--- config.mk ---
export PLATFORM = sky130hd
export DESIGN_NAME = i2c_byte_sender_flat
export DESIGN_NICKNAME = d
export VERILOG_FILES = /design/src/rtl/i2c_byte_sender_if.sv /design/src/rtl/i2c_byte_sender.sv /design/src/flat_wrapper.sv
export SDC_FILE = /design/constraint.sdc
export NUM_CORES = 1
export LEC_CHECK = 0
export ABC_AREA = 1
export ABC_CLOCK_PERIOD_IN_PS = 2600
export CAP_MARGIN = 30
export CORE_UTILIZATION = 25
export CTS_CLUSTER_SIZE = 12
export DETAILED_ROUTE_END_ITERATION = 10
export DONT_BUFFER_PORTS = 1
export REMOVE_ABC_BUFFERS = 1
export SYNTH_ARGS = -nofsm -noshare
export SYNTH_HDL_FRONTEND = slang
export SYNTH_SLANG_ARGS = --single-unit
--- constraint.sdc ---
create_clock -name clk -period 2.6 [get_ports clk]
set_clock_uncertainty 0.05 [all_clocks]
set_input_delay 0.26 -clock clk [delete_from_list [all_inputs] [get_ports clk]]
set_output_delay 0.26 -clock clk [all_outputs]
set_load 0.005 [all_outputs]
--- src/rtl/i2c_byte_sender_if.sv ---
// Byte-sender bus: block push from the output distributor, byte handshake
// with the I2C controller, and status pulses.
//   slave  : view used by i2c_byte_sender (consumes requests, drives bytes/status)
//   master : view used by the controlling side (drives requests, observes bytes/status)
interface i2c_byte_sender_if;
    localparam int unsigned BLOCK_W = 64;
    localparam int unsigned BYTE_W  = 8;
    localparam int unsigned CNT_W   = 2;

    logic [BLOCK_W-1:0] block_in;
    logic               block_valid;
    logic               tx_req;
    logic               master_ack;
    logic               master_nack;
    logic               i2c_stop;
    logic [BYTE_W-1:0]  tx_data;
    logic               tx_valid;
    logic [CNT_W-1:0]   blocks_held;
    logic               underflow;
    logic               overflow;
    logic               short_read;

    modport slave (
        input  block_in, block_valid, tx_req, master_ack, master_nack, i2c_stop,
        output tx_data, tx_valid, blocks_held, underflow, overflow, short_read
    );

    modport master (
        output block_in, block_valid, tx_req, master_ack, master_nack, i2c_stop,
        input  tx_data, tx_valid, blocks_held, underflow, overflow, short_read
    );
endinterface

--- src/rtl/i2c_byte_sender.sv ---
// Transmit-side byte serializer: buffers up to two 64-bit blocks and hands
// them out MSB-first, one byte per tx_req/ack handshake.
// Ports:
//   clk    : rising-edge clock
//   n_rst  : synchronous reset, active-high
//   bus    : slave view of i2c_byte_sender_if (block push, byte handshake,
//            tx_data/tx_valid, blocks_held and underflow/overflow/short_read)
module i2c_byte_sender (
    input  logic               clk,
    input  logic               n_rst,
    i2c_byte_sender_if.slave   bus
);
    localparam int unsigned BLOCK_W = 64;
    localparam int unsigned BYTE_W  = 8;
    localparam int unsigned DEPTH   = 2;
    localparam int unsigned CNT_W   = 2;
    localparam int unsigned IDX_W   = 3;
    localparam int unsigned SH_W    = 6;

    typedef enum logic [1:0] {
        IDLE     = 2'd0,
        PRESENT  = 2'd1,
        WAIT_ACK = 2'd2
    } state_e;

    state_e             state_q, state_d;
    logic [BLOCK_W-1:0] mem_q [DEPTH];
    logic [BLOCK_W-1:0] mem_d [DEPTH];
    logic               rd_ptr_q, rd_ptr_d;
    logic               wr_ptr_q, wr_ptr_d;
    logic [CNT_W-1:0]   count_q, count_d;
    logic [IDX_W-1:0]   byte_idx_q, byte_idx_d;
    logic               dummy_q, dummy_d;
    logic [BYTE_W-1:0]  tx_data_q, tx_data_d;
    logic               tx_valid_q, tx_valid_d;
    logic               underflow_q, underflow_d;
    logic               overflow_q, overflow_d;
    logic               short_read_q, short_read_d;

    logic               pop;
    logic               push;
    logic [BLOCK_W-1:0] head;
    logic [SH_W-1:0]    shamt;

    // Next-state, buffer and output computation
    always_comb begin
        state_d      = state_q;
        mem_d        = mem_q;
        rd_ptr_d     = rd_ptr_q;
        wr_ptr_d     = wr_ptr_q;
        count_d      = count_q;
        byte_idx_d   = byte_idx_q;
        dummy_d      = dummy_q;
        tx_data_d    = tx_data_q;
        tx_valid_d   = 1'b0;
        underflow_d  = 1'b0;
        overflow_d   = 1'b0;
        short_read_d = 1'b0;
        pop          = 1'b0;
        push         = 1'b0;

        head  = mem_q[rd_ptr_q];
        // Byte 0 is bits [63:56], so the shift is 8*(7-byte_idx)
        shamt = {IDX_W'(IDX_W'(7) - byte_idx_q), 3'b000};

        if (bus.i2c_stop) begin
            // STOP overrides any ack/nack; drop a block that was started
            if ((byte_idx_q != '0) || ((state_q != IDLE) && !dummy_q)) begin
                if (count_q != '0) begin
                    pop          = 1'b1;
                    short_read_d = 1'b1;
                end
                byte_idx_d = '0;
            end
            state_d = IDLE;
        end else begin
            case (state_q)
                IDLE: begin
                    if (bus.tx_req) begin
                        tx_valid_d = 1'b1;
                        state_d    = PRESENT;
                        if (count_q != '0) begin
                            tx_data_d = head[shamt +: BYTE_W];
                            dummy_d   = 1'b0;
                        end else begin
                            tx_data_d   = 8'hFF;
                            dummy_d     = 1'b1;
                            underflow_d = 1'b1;
                        end
                    end
                end
                PRESENT: begin
                    state_d = WAIT_ACK;
                end
                WAIT_ACK: begin
                    if (bus.master_ack) begin
                        if (!dummy_q) begin
                            if (byte_idx_q == IDX_W'(7)) begin
                                pop        = 1'b1;
                                byte_idx_d = '0;
                            end else begin
                                byte_idx_d = byte_idx_q + IDX_W'(1);
                            end
                        end
                        state_d = IDLE;
                    end else if (bus.master_nack) begin
                        if (!dummy_q) begin
                            pop          = 1'b1;
                            byte_idx_d   = '0;
                            short_read_d = (byte_idx_q != IDX_W'(7));
                        end
                        state_d = IDLE;
                    end
                end
                default: begin
                    state_d = IDLE;
                end
            endcase
        end

        // A full buffer still accepts a push when the head is leaving this cycle
        push       = bus.block_valid && ((count_q != CNT_W'(DEPTH)) || pop);
        overflow_d = bus.block_valid && !push;
        if (push) begin
            mem_d[wr_ptr_q] = bus.block_in;
        end
        rd_ptr_d = rd_ptr_q ^ pop;
        wr_ptr_d = wr_ptr_q ^ push;
        count_d  = count_q + CNT_W'(push) - CNT_W'(pop);
    end

    // State and output registers
    always_ff @(posedge clk) begin
        if (n_rst) begin
            state_q      <= IDLE;
            for (int i = 0; i < int'(DEPTH); i++) begin
                mem_q[i] <= '0;
            end
            rd_ptr_q     <= 1'b0;
            wr_ptr_q     <= 1'b0;
            count_q      <= '0;
            byte_idx_q   <= '0;
            dummy_q      <= 1'b0;
            tx_data_q    <= '0;
            tx_valid_q   <= 1'b0;
            underflow_q  <= 1'b0;
            overflow_q   <= 1'b0;
            short_read_q <= 1'b0;
        end else begin
            state_q      <= state_d;
            mem_q        <= mem_d;
            rd_ptr_q     <= rd_ptr_d;
            wr_ptr_q     <= wr_ptr_d;
            count_q      <= count_d;
            byte_idx_q   <= byte_idx_d;
            dummy_q      <= dummy_d;
            tx_data_q    <= tx_data_d;
            tx_valid_q   <= tx_valid_d;
            underflow_q  <= underflow_d;
            overflow_q   <= overflow_d;
            short_read_q <= short_read_d;
        end
    end

    assign bus.tx_data     = tx_data_q;
    assign bus.tx_valid    = tx_valid_q;
    assign bus.blocks_held = count_q;
    assign bus.underflow   = underflow_q;
    assign bus.overflow    = overflow_q;
    assign bus.short_read  = short_read_q;
endmodule

--- src/flat_wrapper.sv ---
// flat-port wrapper written by rule: the top's interface ports become plain ports
module i2c_byte_sender_flat 
  (clk, n_rst, bus_block_in, bus_block_valid, bus_tx_req, bus_master_ack, bus_master_nack, bus_i2c_stop, bus_tx_data, bus_tx_valid, bus_blocks_held, bus_underflow, bus_overflow, bus_short_read);
  i2c_byte_sender_if bus_i ();
  input  logic clk;
  input  logic n_rst;
  input wire logic [$bits(bus_i.block_in)-1:0] bus_block_in;
  input wire logic [$bits(bus_i.block_valid)-1:0] bus_block_valid;
  input wire logic [$bits(bus_i.tx_req)-1:0] bus_tx_req;
  input wire logic [$bits(bus_i.master_ack)-1:0] bus_master_ack;
  input wire logic [$bits(bus_i.master_nack)-1:0] bus_master_nack;
  input wire logic [$bits(bus_i.i2c_stop)-1:0] bus_i2c_stop;
  output wire logic [$bits(bus_i.tx_data)-1:0] bus_tx_data;
  output wire logic [$bits(bus_i.tx_valid)-1:0] bus_tx_valid;
  output wire logic [$bits(bus_i.blocks_held)-1:0] bus_blocks_held;
  output wire logic [$bits(bus_i.underflow)-1:0] bus_underflow;
  output wire logic [$bits(bus_i.overflow)-1:0] bus_overflow;
  output wire logic [$bits(bus_i.short_read)-1:0] bus_short_read;
  assign bus_i.block_in = bus_block_in;
  assign bus_i.block_valid = bus_block_valid;
  assign bus_i.tx_req = bus_tx_req;
  assign bus_i.master_ack = bus_master_ack;
  assign bus_i.master_nack = bus_master_nack;
  assign bus_i.i2c_stop = bus_i2c_stop;
  assign bus_tx_data = bus_i.tx_data;
  assign bus_tx_valid = bus_i.tx_valid;
  assign bus_blocks_held = bus_i.blocks_held;
  assign bus_underflow = bus_i.underflow;
  assign bus_overflow = bus_i.overflow;
  assign bus_short_read = bus_i.short_read;
  i2c_byte_sender u_core (.clk(clk), .n_rst(n_rst), .bus(bus_i));
endmodule
==> flow_summary.toml <==
[final_layout]
num-fill-cells = 2872
regArea_um2 = 3004
fin_util_pct = 31.79
final_cell_mix = "163 x nand2_1, 149 x dfxtp_1, 148 x o21ai_0"
final_common_cell = "nand2_1"
layout-drive-gt1-share_pct = 5.644
multi_input_area_um2 = 2836
final_nets = 1076
syn2layout_area_growth_pct = 24.53

[timing]
tightest_slew_ps = 625.9
report.final.slew_viol_count = 0
period_minus_slack_ps = 2295
timing.fmax_ghz = 0.4357
setup_viol = 0
period_share_pct = 88.27
finalHoldViolCount = 0
finalSetupTns_ps = 0
whs_ps = 24.52
setup_ws_ps = 305.1
rsz0062_at_grt = "no"
relSlewSlack_pct = 58.22

[critical_path]
regToRegSetupSlack_ps = 310
crit_arrival_ps = 2590
cp.required_ps = 2900
worst-setup-path-type = "register to register"
crit_chain = "ha_1 > ha_1 > nor2_1 > nand3b_1 > nand4_1 > nand2_1 > inv_1 > ha_1 > inv_4 > buf_12 > o21ai_0 > a21oi_1"
startpoint_type = "register"
cpPeakStageDelay_ps = 330
end_kind = "register"
cp_max_fo = 32
cp_slowest_cell = "dfxtp_1"
cpMostUsedCell = "ha_1"
critPathTopFamily = "adder cells"
path_buf_inv = 3

[place]
dpl.hpwl_um = 11730
io_buffer_count = 0
place_ws_ps = 258.5
gp_congestion = 0.7805

[route]
wl_per_cell_um = 14.72
vias = 6263
route.final.wire_length_um = 19810
final_antenna_net_count = 0
drt_iter0_drc = 382
drc_errors = 20
viasPerCell = 4.653
dr.pass1.iters = 8

[grt]
grt.total_usage_pct = 14.34
grt_max_degree = 94
grt_pass1_vias = 5816
grt_overflow = 0
antenna_found_initial = 0
grt_first_pass_wirelength_um = 30280

[synthesis]
ys_ff_latch = 150
synth_top_family_by_area = "simple AND/OR/NAND/NOR gates"
synth-xor-area-share_pct = 0.1313
syn_area_per_cell_um2 = 6.971
yosysTopAreaCell = "dfxtp_1"
yosysTopAreaCellShare_pct = 45.01
synthMuxAreaShare_pct = 0
synth_fa_ha_area_share_pct = 1.313
synthesis.area_um2 = 6671
synth-compound-area-share_pct = 19.94
yosysSeqAreaShare_pct = 45.01
postSynthCellCount = 957
synth-simple-area-share_pct = 21.10
ys_warn_count = 0
yosysUniqueCellTypes = 24
synthTopCellsByArea = "dfxtp_1 45%, o21ai_0 11%, nand2_1 9.2%"

[floorplan]
fp.dieW_um = 165.4
die_area_um2 = 27340
ios = 85
initial_core_util_pct = 25.53
core_area_um2 = 26130
die_y_um = 165.4
num_rows = 59

[pwr]
leakage_nw = 3.420
p_sw_share_pct = 34.21
p_sw_mw = 2.603
p_comb_share_pct = 29.2
seqPwrFrac_pct = 38.5
powerDensity_nw_per_um2 = 915.9
power_frac_clock_pct = 32.3
intPower_mw = 5.006
peakVddDrop_mv = 0.4204

[cts]
numCtsBuffers = 17
clk_path_buf_depth = 2
clk_latency_ps = 420
cts_sinks = 150
cts_max_level = 4
clkTransAtPathRegs_ps = 60
cts_tree = "built"
clockRootBuffer = "clkbuf_16"

[min_path]
hold_class = "input pin to register"

[run_status]
status = "finished, violations left"
violations = "design-rule violations"

[job]
maxCapViolCount = 0
timing repair:
| action | 4_1_cts | 5_1_grt |
|---|---|---|
| resized for setup | 0 | 4 |
| setup endpoints to repair | 0 | 23 |
| hold buffers | 69 | 0 |
| setup buffers | 0 | 0 |
| hold endpoints to repair | 138 | 0 |
synthesized netlist by cell type (all sizes together):
| cell type | instances |
|---|---|
| nand4 | 2 |
| dfxtp | 150 |
| nand3 | 99 |
| nand3b | 1 |
| xor2 | 1 |
| inv | 128 |
| o21ai | 157 |
| a21oi | 106 |
| nor3 | 1 |
| buf | 37 |
| nor4 | 1 |
| nand2 | 163 |
| a211oi | 1 |
| a31oi | 1 |
| clkbuf | 29 |
| nor2 | 71 |
| ha | 7 |
| clkinv | 2 |
logic make-up (layout without fill, tap and decap cells):
| kind of cell | Yosys count | in the layout |
|---|---|---|
| xor+xnor | 1 | 1 |
| fa+ha+maj | 7 | 7 |
| buf+inv | 196 | 249 |
| simple gates | 338 | 338 |
| flops | 150 | 150 |
| other cells | 0 | 1 |
| compound gates | 265 | 265 |
worst min-delay path: stages:
cell and delay, ps:
nor3_1 50, nand4_1 70, a21oi_1 60
flip-flops by register name, summed over array words and instances, names as in the netlist:
name / count
u_core.state_q: 2
u_core.bus.overflow: 1
u_core.bus.short_read: 1
u_core.bus.blocks_held: 2
u_core.bus.tx_valid: 1
u_core.bus.tx_data: 8
u_core.byte_idx_q: 3
u_core.dummy_q: 1
u_core.mem_q: 128
u_core.bus.underflow: 1
u_core.rd_ptr_q: 1
u_core.wr_ptr_q: 1
layout make-up:
type	instances	area share, %
clock buffer	21	5.542
antenna	1	0.03012
clock inverter	10	1.476
multi-input combinational	611	34.14
timing repair buffer	88	11.66
inverter	130	5.949
sequential	150	36.16
tap	335	5.045
routing by layer:
metal,global-route usage (%),share of wire [%],vias to the layer above
li1,-,-,3174
met1,17.83,45,2916
met2,23.74,48,146
met3,3.247,5.3,27
met4,5.992,1.8,0
met5,0,0,-
worst paths after layout:
path / from / end / depth (start not counted)
setup reg to reg: u_core.byte_idx_q[0] / u_core.mem_q[37] / 12
setup / recovery: u_core.byte_idx_q[0] / u_core.mem_q[37] / 12
hold reg to reg: u_core.mem_q[75] / u_core.mem_q[75] / 2
hold / removal: bus_i2c_stop / u_core.bus.short_read / 3
stage by stage:
stage / total power, mW / cells / area, um2
2_1_floorplan: 4.329 / 891 / 6325
3_3_place_gp: 4.941 / 1242 / 6943
3_5_place_dp: 4.981 / 1242 / 6943
4_1_cts: 7.567 / 1342 / 8217
5_1_grt: 8.122 / 1345 / 8305
6_report: 7.610 / 1346 / 8308
power groups by stage:
stage	Combinational, mW	Clock, mW	Sequential [mW]
after CTS	2.12	2.51	2.93
after detailed placement	2.00	0	2.98
final	2.22	2.45	2.93
after floorplan	1.30	0	3.03
after global placement	1.97	0	2.97
after global routing	2.52	2.62	2.98
Power figures use the tool's default switching activity.
